File: src/rtl/lsu64_rmw.sv
// rtl/lsu64_rmw.sv - sequential 64-bit load/store read-modify-write sequencer
module lsu64_rmw #(
    parameter int ADDR_WIDTH = 16
) (
    input  logic                  clock,
    input  logic                  reset,
    input  logic                  req_valid,
    output logic                  req_ready,
    input  logic                  req_store,
    input  logic [ADDR_WIDTH-1:0] req_address,
    input  logic [2:0]            req_funct3,
    input  logic [63:0]           req_store_value,
    output logic                  resp_valid,
    input  logic                  resp_ready,
    output logic                  resp_efault,
    output logic [63:0]           resp_load_value,
    output logic [ADDR_WIDTH-4:0] ram_address,
    output logic                  ram_read_enable,
    input  logic [63:0]           ram_read_data,
    output logic                  ram_write_enable,
    output logic [63:0]           ram_write_data
);

    typedef enum logic [2:0] {
        S_IDLE  = 3'd0,
        S_READ  = 3'd1,
        S_DATA  = 3'd2,
        S_WRITE = 3'd3,
        S_RESP  = 3'd4
    } state_t;

    state_t                  state;
    logic                    store_q;
    logic [ADDR_WIDTH-1:0]   addr_q;
    logic [2:0]              funct3_q;
    logic [63:0]             store_value_q;
    logic                    efault_q;
    logic [63:0]             load_q;
    logic [63:0]             wdata_q;

    logic                    req_fault;
    logic [63:0]             shifted;
    logic [63:0]             load_ext;
    logic [63:0]             replicated;
    logic [7:0]              byte_mask;
    logic [63:0]             merged;

    // Alignment fault decision on the request being accepted this cycle.
    always_comb begin
        req_fault = 1'b0;
        case (req_funct3[1:0])
            2'b00: req_fault = 1'b0;
            2'b01: req_fault = req_address[0];
            2'b10: req_fault = |req_address[1:0];
            2'b11: req_fault = (|req_address[2:0]) || req_funct3[2];
            default: req_fault = 1'b0;
        endcase
        if (req_store && req_funct3[2]) begin
            req_fault = 1'b1;
        end
    end

    // Load path: bring the addressed bytes down to bit 0, then sign/zero extend.
    always_comb begin
        shifted  = ram_read_data >> {addr_q[2:0], 3'b000};
        load_ext = shifted;
        case (funct3_q[1:0])
            2'b00: load_ext = {{56{~funct3_q[2] & shifted[7]}}, shifted[7:0]};
            2'b01: load_ext = {{48{~funct3_q[2] & shifted[15]}}, shifted[15:0]};
            2'b10: load_ext = {{32{~funct3_q[2] & shifted[31]}}, shifted[31:0]};
            default: load_ext = shifted;
        endcase
    end

    // Store path: replicate the store datum over every lane and pick lanes by byte mask.
    always_comb begin
        replicated = store_value_q;
        byte_mask  = 8'hff;
        case (funct3_q[1:0])
            2'b00: begin
                replicated = {8{store_value_q[7:0]}};
                byte_mask  = 8'h01 << addr_q[2:0];
            end
            2'b01: begin
                replicated = {4{store_value_q[15:0]}};
                byte_mask  = 8'h03 << addr_q[2:0];
            end
            2'b10: begin
                replicated = {2{store_value_q[31:0]}};
                byte_mask  = 8'h0f << addr_q[2:0];
            end
            default: begin
                replicated = store_value_q;
                byte_mask  = 8'hff;
            end
        endcase
        merged = ram_read_data;
        for (int i = 0; i < 8; i++) begin
            if (byte_mask[i]) begin
                merged[8*i +: 8] = replicated[8*i +: 8];
            end
        end
    end

    // Sequencer: accept, read, extract or merge, optional write-back, respond.
    always_ff @(posedge clock) begin
        if (reset) begin
            state         <= S_IDLE;
            store_q       <= 1'b0;
            addr_q        <= '0;
            funct3_q      <= 3'b000;
            store_value_q <= 64'd0;
            efault_q      <= 1'b0;
            load_q        <= 64'd0;
            wdata_q       <= 64'd0;
        end else begin
            case (state)
                S_IDLE: begin
                    if (req_valid) begin
                        store_q       <= req_store;
                        addr_q        <= req_address;
                        funct3_q      <= req_funct3;
                        store_value_q <= req_store_value;
                        efault_q      <= req_fault;
                        load_q        <= 64'd0;
                        state         <= req_fault ? S_RESP : S_READ;
                    end
                end
                S_READ: begin
                    state <= S_DATA;
                end
                S_DATA: begin
                    if (store_q) begin
                        wdata_q <= merged;
                        state   <= S_WRITE;
                    end else begin
                        load_q <= load_ext;
                        state  <= S_RESP;
                    end
                end
                S_WRITE: begin
                    state <= S_RESP;
                end
                S_RESP: begin
                    if (resp_ready) begin
                        state <= S_IDLE;
                    end
                end
                default: begin
                    state <= S_IDLE;
                end
            endcase
        end
    end

    // Outputs decode from registered state and are forced low while reset is high.
    always_comb begin
        req_ready        = !reset && (state == S_IDLE);
        resp_valid       = !reset && (state == S_RESP);
        resp_efault      = resp_valid && efault_q;
        resp_load_value  = resp_valid ? load_q : 64'd0;
        ram_address      = reset ? '0 : addr_q[ADDR_WIDTH-1:3];
        ram_read_enable  = !reset && (state == S_READ);
        ram_write_enable = !reset && (state == S_WRITE);
        ram_write_data   = ram_write_enable ? wdata_q : 64'd0;
    end

endmodule
File: config.mk
export PLATFORM = sky130hd
export DESIGN_NAME = lsu64_rmw
export DESIGN_NICKNAME = d
export VERILOG_FILES = /design/src/rtl/lsu64_rmw.sv
export SDC_FILE = /design/constraint.sdc
export NUM_CORES = 1
export LEC_CHECK = 0
export CORE_MARGIN = 2
export CORE_UTILIZATION = 45
export DETAILED_ROUTE_END_ITERATION = 6
export HOLD_SLACK_MARGIN = 0.12
export PLACE_DENSITY = 0.74
export SLEW_MARGIN = 20
export SYNTH_ARGS = -nofsm -noshare
export SYNTH_HDL_FRONTEND = slang
export SYNTH_SLANG_ARGS = --single-unit
File: constraint.sdc
create_clock -name clock -period 3.5 [get_ports clock]
set_input_delay 0.35 -clock clock [delete_from_list [all_inputs] [get_ports clock]]
set_output_delay 0.35 -clock clock [all_outputs]
set_load 0.05 [all_outputs]
# [Word-level counts from Yosys, hierarchy flattened]
# Index checks and enable logic that the tools add are counted.
[word_totals] ff_bits=216 inputBits=152 output_inout_bits=146 word_cells=70
[classes] eq_ne=12 shifts=4 mux=24 bitwise_logic=4 reduce_logical=18
[op_table] op="64-bit case mux with 3 select lines" count=2
[op_table] op="64-bit two-way mux" count=4
[op_table] op="64-bit case mux with 2 select lines" count=1
[op_table] op="8-bit two-way mux" count=8
[op_table] op="64-bit by 6-bit >> shifter with 64-bit output" count=1
[op_table] op="8-bit case mux with 3 select lines" count=1
[op_table] op="3-bit case mux with 5 select lines" count=1
[op_table] op="13-bit two-way mux" count=1
[op_table] op="3-bit two-way mux" count=4
[op_table] op="1-bit by 3-bit left shift with 8-bit output (first input constant)" count=1
[op_table] op="2-bit by 3-bit left shift with 8-bit output (first input constant)" count=1
[op_table] op="4-bit by 3-bit left shift with 8-bit output (first input constant)" count=1
[op_table] op="2-bit equality test (second input constant)" count=3
[op_table] op="3-bit by 2-bit equality test with 1-bit output (second input constant)" count=2
[op_table] op="1-bit logical AND" count=6
[op_table] op="2-bit != test (second input constant)" count=3
[op_table] op="2-bit AND reduction" count=3
[op_table] op="2-bit by 1-bit equality test with 1-bit output (second input constant)" count=2
[op_table] op="2-bit zero test" count=2
[op_table] op="1-bit case mux with 4 select lines" count=1
[op_table] op="1-bit bitwise AND" count=3
[op_table] op="3-bit by 1-bit equality test with 1-bit output (second input constant)" count=1
[op_table] op="3-bit equality test (second input constant)" count=1
[op_table] op="3-bit zero test" count=1
[op_table] op="8 further kinds" count=8

# [Logic depth before layout (Yosys ltp)]
[depth] word_depth=7 mapped_depth=10 depth_no_buf=7

# [Least setup slack after synthesis]
# Ideal clock, no wire load.
[synth_path] path_kind="input to output" start="in reset" end="out req_ready" t_arrival_ps=2363 required_ps=3150 slack_ps=787 path_stages=4 path_buffers=3 cell_sequence="clkbuf_1 -> clkbuf_1 -> clkbuf_1 -> nor4_1"
[synth_via] elab_chain_cells=2
[synth_rtl] item="from (decl)" line="6" text="input logic reset,"
[synth_rtl] item="1-bit zero test" line="158" text="req_ready = !reset && (state == S_IDLE);"
[synth_rtl] item="1-bit logical AND" line="158"
[synth_rtl] item="to (decl)" line="8" text="output logic req_ready,"
# No other way between the ends.

# [Final worst setup path]
[layout_path] start="reg state[2]" end="out resp_load_value[18]"
[layout_via] elab_chain_cells=3
[layout_rtl] item="from (decl)" line="32" text="state_t state;"
[layout_rtl] item="from (signal assigned)" line="126" text="state <= req_fault ? S_RESP : S_READ;"
[layout_rtl] item="3-bit equality test" line="159" text="resp_valid = !reset && (state == S_RESP);"
[layout_rtl] item="1-bit logical AND" line="159"
[layout_rtl] item="64-bit two-way mux" line="161" text="resp_load_value = resp_valid ? load_q : 64'd0;"
[layout_rtl] item="to (decl)" line="16" text="output logic [63:0] resp_load_value,"
# No other way between the ends.

==> metrics.md <==
| Metric | Value |
|---|---|
| Final WL | 48.42 mm |
| Crit path cell chain | nor4b_2 -> buf_4 -> and2_1 -> clkdlybuf4s50_1 |
| Setup crit end kind | output pin |
| Total track usage | 32.50% |
| Worst hold path class | input port to flip-flop |
| Hold path start | reset |
| Clk pwr share | 39.8% |
| Vias | 12,817 |
| Syn Area/Cell | 7.888 um^2 |
| Area share of the largest cell type after synthesis | 35.16% |
| Switching share of power | between 20 and 30% |
| Ratio of cells with drive above 1 in the final layout | a little over an eighth |
| Root Buffer Master | clkbuf_16 |
| Largest cells by area after synthesis | dfxtp_1 35%, nand2_1 8.9%, and2_1 6.7%, a21oi_1 5.2%, mux2i_1 5.1% |
| First-pass GRT wire length | about 72 mm |
| Synthesis warning total | 0 |
| Max-slew headroom | 32.46% |
| Crit path max-delay family | buffers and inverters |
| # port buffers | 297 |
| Clk_skew | 9.592 ps |
| Reg2Reg Setup Slack | 500 ps |
| RSZ-0062 raised after global routing | false |
| Die Span Y | 169.3 um |
| Post-Synth XOR/XNOR Area | 0% |
| WL per Instance | 22.84 um |
| Main flop type after synthesis | dfxtp_1 |
| Via density | roughly 6.0 |
| Post-CTS setup buffer count | 0 |
| CTS Sinks | 216 |
| Worst setup margin | ~310 ps |
| Core area | approximately 0.027 mm^2 |
| Worst r2r src | addr_q[1]$_SDFFE_PP0P_ |
| Clock Pin Slew Worst Setup and Hold Paths | ~50 ps |
| Mux share of post-synthesis cell area | approximately 9.9% |
| Seq/Total Area, Yosys | around a third |
| Crit path DAT | 2840 ps |
| Startpoint class of the critical path | flip-flop |
| Hold Path Stages | 2 |
| Largest family of logic cells by synthesized area | compound AO/OA/AOI/OAI gates |
| Yosys reg bits | 216 |
| Seq pwr share | 39.4% |
| Pre-Repair DR Iteration Count | 6 |
| Synthesized instance count | 1,559 |
| Distinct cells, synth | 66 |
| Die W | between 150 and 200 um |
| Global placement routability congestion | 1.001 |
| Ports | 298 |
| R2r endpoint | load_q[56]$_SDFFE_PP0P_ |
| Combinational Power Share | 20.7% |
| Switching Power | 2.023 mW |
| Post-DP HPWL | 35.62 mm |
| Pleak | 6.048 nW |
| Antenna-violating nets left | 0 |
| Slew Viols, Final | 0 |
| Power Dens Cells | 401.5 mW/mm^2 |
| Layout Cell Area excl Fill | 0.01683 mm^2 |
| Number of cells upsized or downsized after cts | 0 |
| Hold Buf Count CTS | 0 |
| Slew @ Worst Pin | 1011 ps |
| MaxCap Viol Count | 0 |
| FILL cells | around 2,400 |
| Crit Path Class | flip-flop to output pin |
| Non-Filler Instances | 2,120 |
| Crit-path max cell delay | about 800 ps |
| Worst slack at placement | 628.5 ps |
| Max VDD drop | ~0.35 mV |
| Post-Syn Nets | around 1,700 |
| Hold EP | store_q$_SDFFE_PP0P_ |
| Vias in the first global route | 11,981 |
| Clock Tree Buf Depth | 3 |
| Internal Power | 4.734 mW |
| Yosys top cell by area | dfxtp_1 |
| Hold_ws | 164.0 ps |
| Post-Synth Adder-Cell Area | 0.5087% |
| Grt ovf | 0 |
| Worst Path Buf+Inv | 2 |
| Crit-path max FO | 67 |
| Pin count of the biggest net entering global routing | 93 |
| DRC | 0 |
| Crit-path slowest cell | clkdlybuf4s50_1 |
| Outcome | completed |
| Initial DRC count | roughly 1,500 |
| Simple-Gate Fraction of Synth Area | 23.47% |
| Dpl cells | roughly 2,100 |
| Antenna violations before repair | 2 |
| Critical Path Source | state[2]$_SDFFE_PP0P_ |
| Fmax | 313.9 MHz |
| Req. time, crit path | 3150 ps |
| Setup-failing EPs final | 0 |
| Synth Area in Compound Gates | 25.22% |
| H-tree depth | 1 |
| TritonCTS buffer count | 24 |
| Clock insertion delay at the later pin of the skew report | 530 ps |
| Setup TNS | 0 ps |
| Die area | 0.02867 mm^2 |
| Number of flops mapped to enable cells by yosys | 0 |
| Final worst path period share | 91.01% |
| Final Hold Fails | 0 |
| Area growth syn-to-layout | 36.85% |
| Ys async rst share | 0% |
| CP Depth | 4 |
| DP Area | 0.01598 mm^2 |
| CTS tree | built |
| Cells on worst reg2reg path | 6 |
| Starting Density | 45.76% |
| Post-synthesis cell area | 0.01230 mm^2 |
| Crit path time final | 3185 ps |
| NumNets Final | 1,916 |
| Rows | 60 |
logic make-up after synthesis:
| family | count (synthesis) |
|---|---|
| fa+ha+maj | 5 |
| compound gates | 463 |
| buf+inv | 174 |
| flops | 216 |
| simple gates | 603 |
| mux | 98 |
worst reg2reg max path: cells and delay by family, from the launching register on:
family | cells | cell delay (ps)
compound gates | 4 | 1180
flops | 1 | 920
simple gates | 1 | 520
buf+inv | 1 | 290
registers in the layout, summed over array words and instances (netlist names):
name           flops
load_q            64
store_value_q     64
wdata_q           64
addr_q            16
funct3_q           3
state              3
efault_q           1
store_q            1
through the flow:
| stage | utilization, % | power (mW) |
|---|---|---|
| 6_report | 62.62 | 6.757 |
| 5_1_grt | 62.60 | 6.952 |
| 4_1_cts | 62.59 | 6.747 |
| 3_5_place_dp | 59.46 | 4.081 |
| 3_3_place_gp | 59.45 | 4.063 |
| 2_1_floorplan | - | 3.515 |
how the worst max path moves through the flow:
| stage | to | slack [ps] |
|---|---|---|
| after floorplan | req_ready | 790 |
| after global placement | wdata_q[5]$_SDFFE_PP0P_ | 660 |
| after detailed placement | load_q[62]$_SDFFE_PP0P_ | 630 |
| after CTS | resp_load_value[18] | 280 |
| after global routing | resp_load_value[18] | 140 |
| final | resp_load_value[18] | 310 |
metal layers:
layer | vias to the layer above | global-route usage (%) | share of wire, %
met2 | 749 | 51.11 | 44
met3 | 132 | 7.439 | 11
met4 | 0 | 13.94 | 4.8
met1 | 6024 | 42.87 | 40
li1 | 5912 | - | -
met5 | - | 0 | 0
final cells by class:
class	count	area, um^2	area share (%)
Clock buffer	35	723.2	4.297
Inverter	18	67.56	0.4015
Timing Repair Buffer	330	3867	22.98
Clock inverter	8	118.9	0.7063
Antenna cell	3	7.507	0.04461
Multi-Input combinational cell	1169	7291	43.32
Tap cell	341	426.7	2.535
Sequential cell	216	4328	25.72
cells in the mapped netlist, drive strengths merged, types with 2 or more instances:
library cell,instances
nand2,290
nand3b,20
o211ai,8
a311oi,28
o22ai,18
dfxtp,216
nand2b,5
a211oi,36
mux2,19
a21o,9
o31ai,19
a31oi,2
a221oi,15
a22o,16
a22oi,46
nand4b,8
ha,5
nor2,84
or2,7
and3b,2
nor3,9
clkbuf,116
o311ai,9
o21ai,104
a2bb2oi,4
a32oi,3
mux4,16
and2,132
buf,40
nand3,10
nor2b,27
a21oi,129
inv,17
o21a,2
mux2i,63
nor4b,3
a211o,8
and3,2
layout by cell type, fill, tap and decap left out, types with 5 or more instances in the layout:
| cell | instances |
|---|---|
| nand4b_1 | 8 |
| a221oi_1 | 14 |
| nor3_1 | 9 |
| nand3_1 | 10 |
| dfxtp_1 | 213 |
| clkdlybuf4s50_1 | 199 |
| o22ai_1 | 18 |
| buf_4 | 59 |
| nand2b_1 | 5 |
| a22o_1 | 16 |
| clkbuf_16 | 25 |
| and2_1 | 132 |
| a21o_1 | 9 |
| mux2i_1 | 63 |
| or2_2 | 6 |
| nand2_1 | 290 |
| a211o_1 | 8 |
| o21ai_0 | 69 |
| o311ai_0 | 7 |
| a21oi_1 | 127 |
| buf_12 | 71 |
| mux4_2 | 16 |
| a22oi_1 | 46 |
| nor2_1 | 81 |
| inv_1 | 17 |
| mux2_2 | 17 |
| o31ai_2 | 12 |
| o31ai_1 | 7 |
| nor2b_1 | 26 |
| a211oi_1 | 34 |
| a311oi_1 | 28 |
| o211ai_1 | 8 |
| clkbuf_8 | 6 |
| nand3b_1 | 20 |
| o21ai_1 | 34 |
power by group through the flow:
stage                     Combinational [mW]  Sequential, mW  Clock, mW
after global routing                    1.49            2.67       2.79
after global placement                  1.35            2.71          0
after CTS                               1.37            2.66       2.72
after detailed placement                1.37            2.71          0
final                                   1.40            2.67       2.69
after floorplan                        0.875            2.64          0
Note: power is estimated with default switching activity, not from simulation.
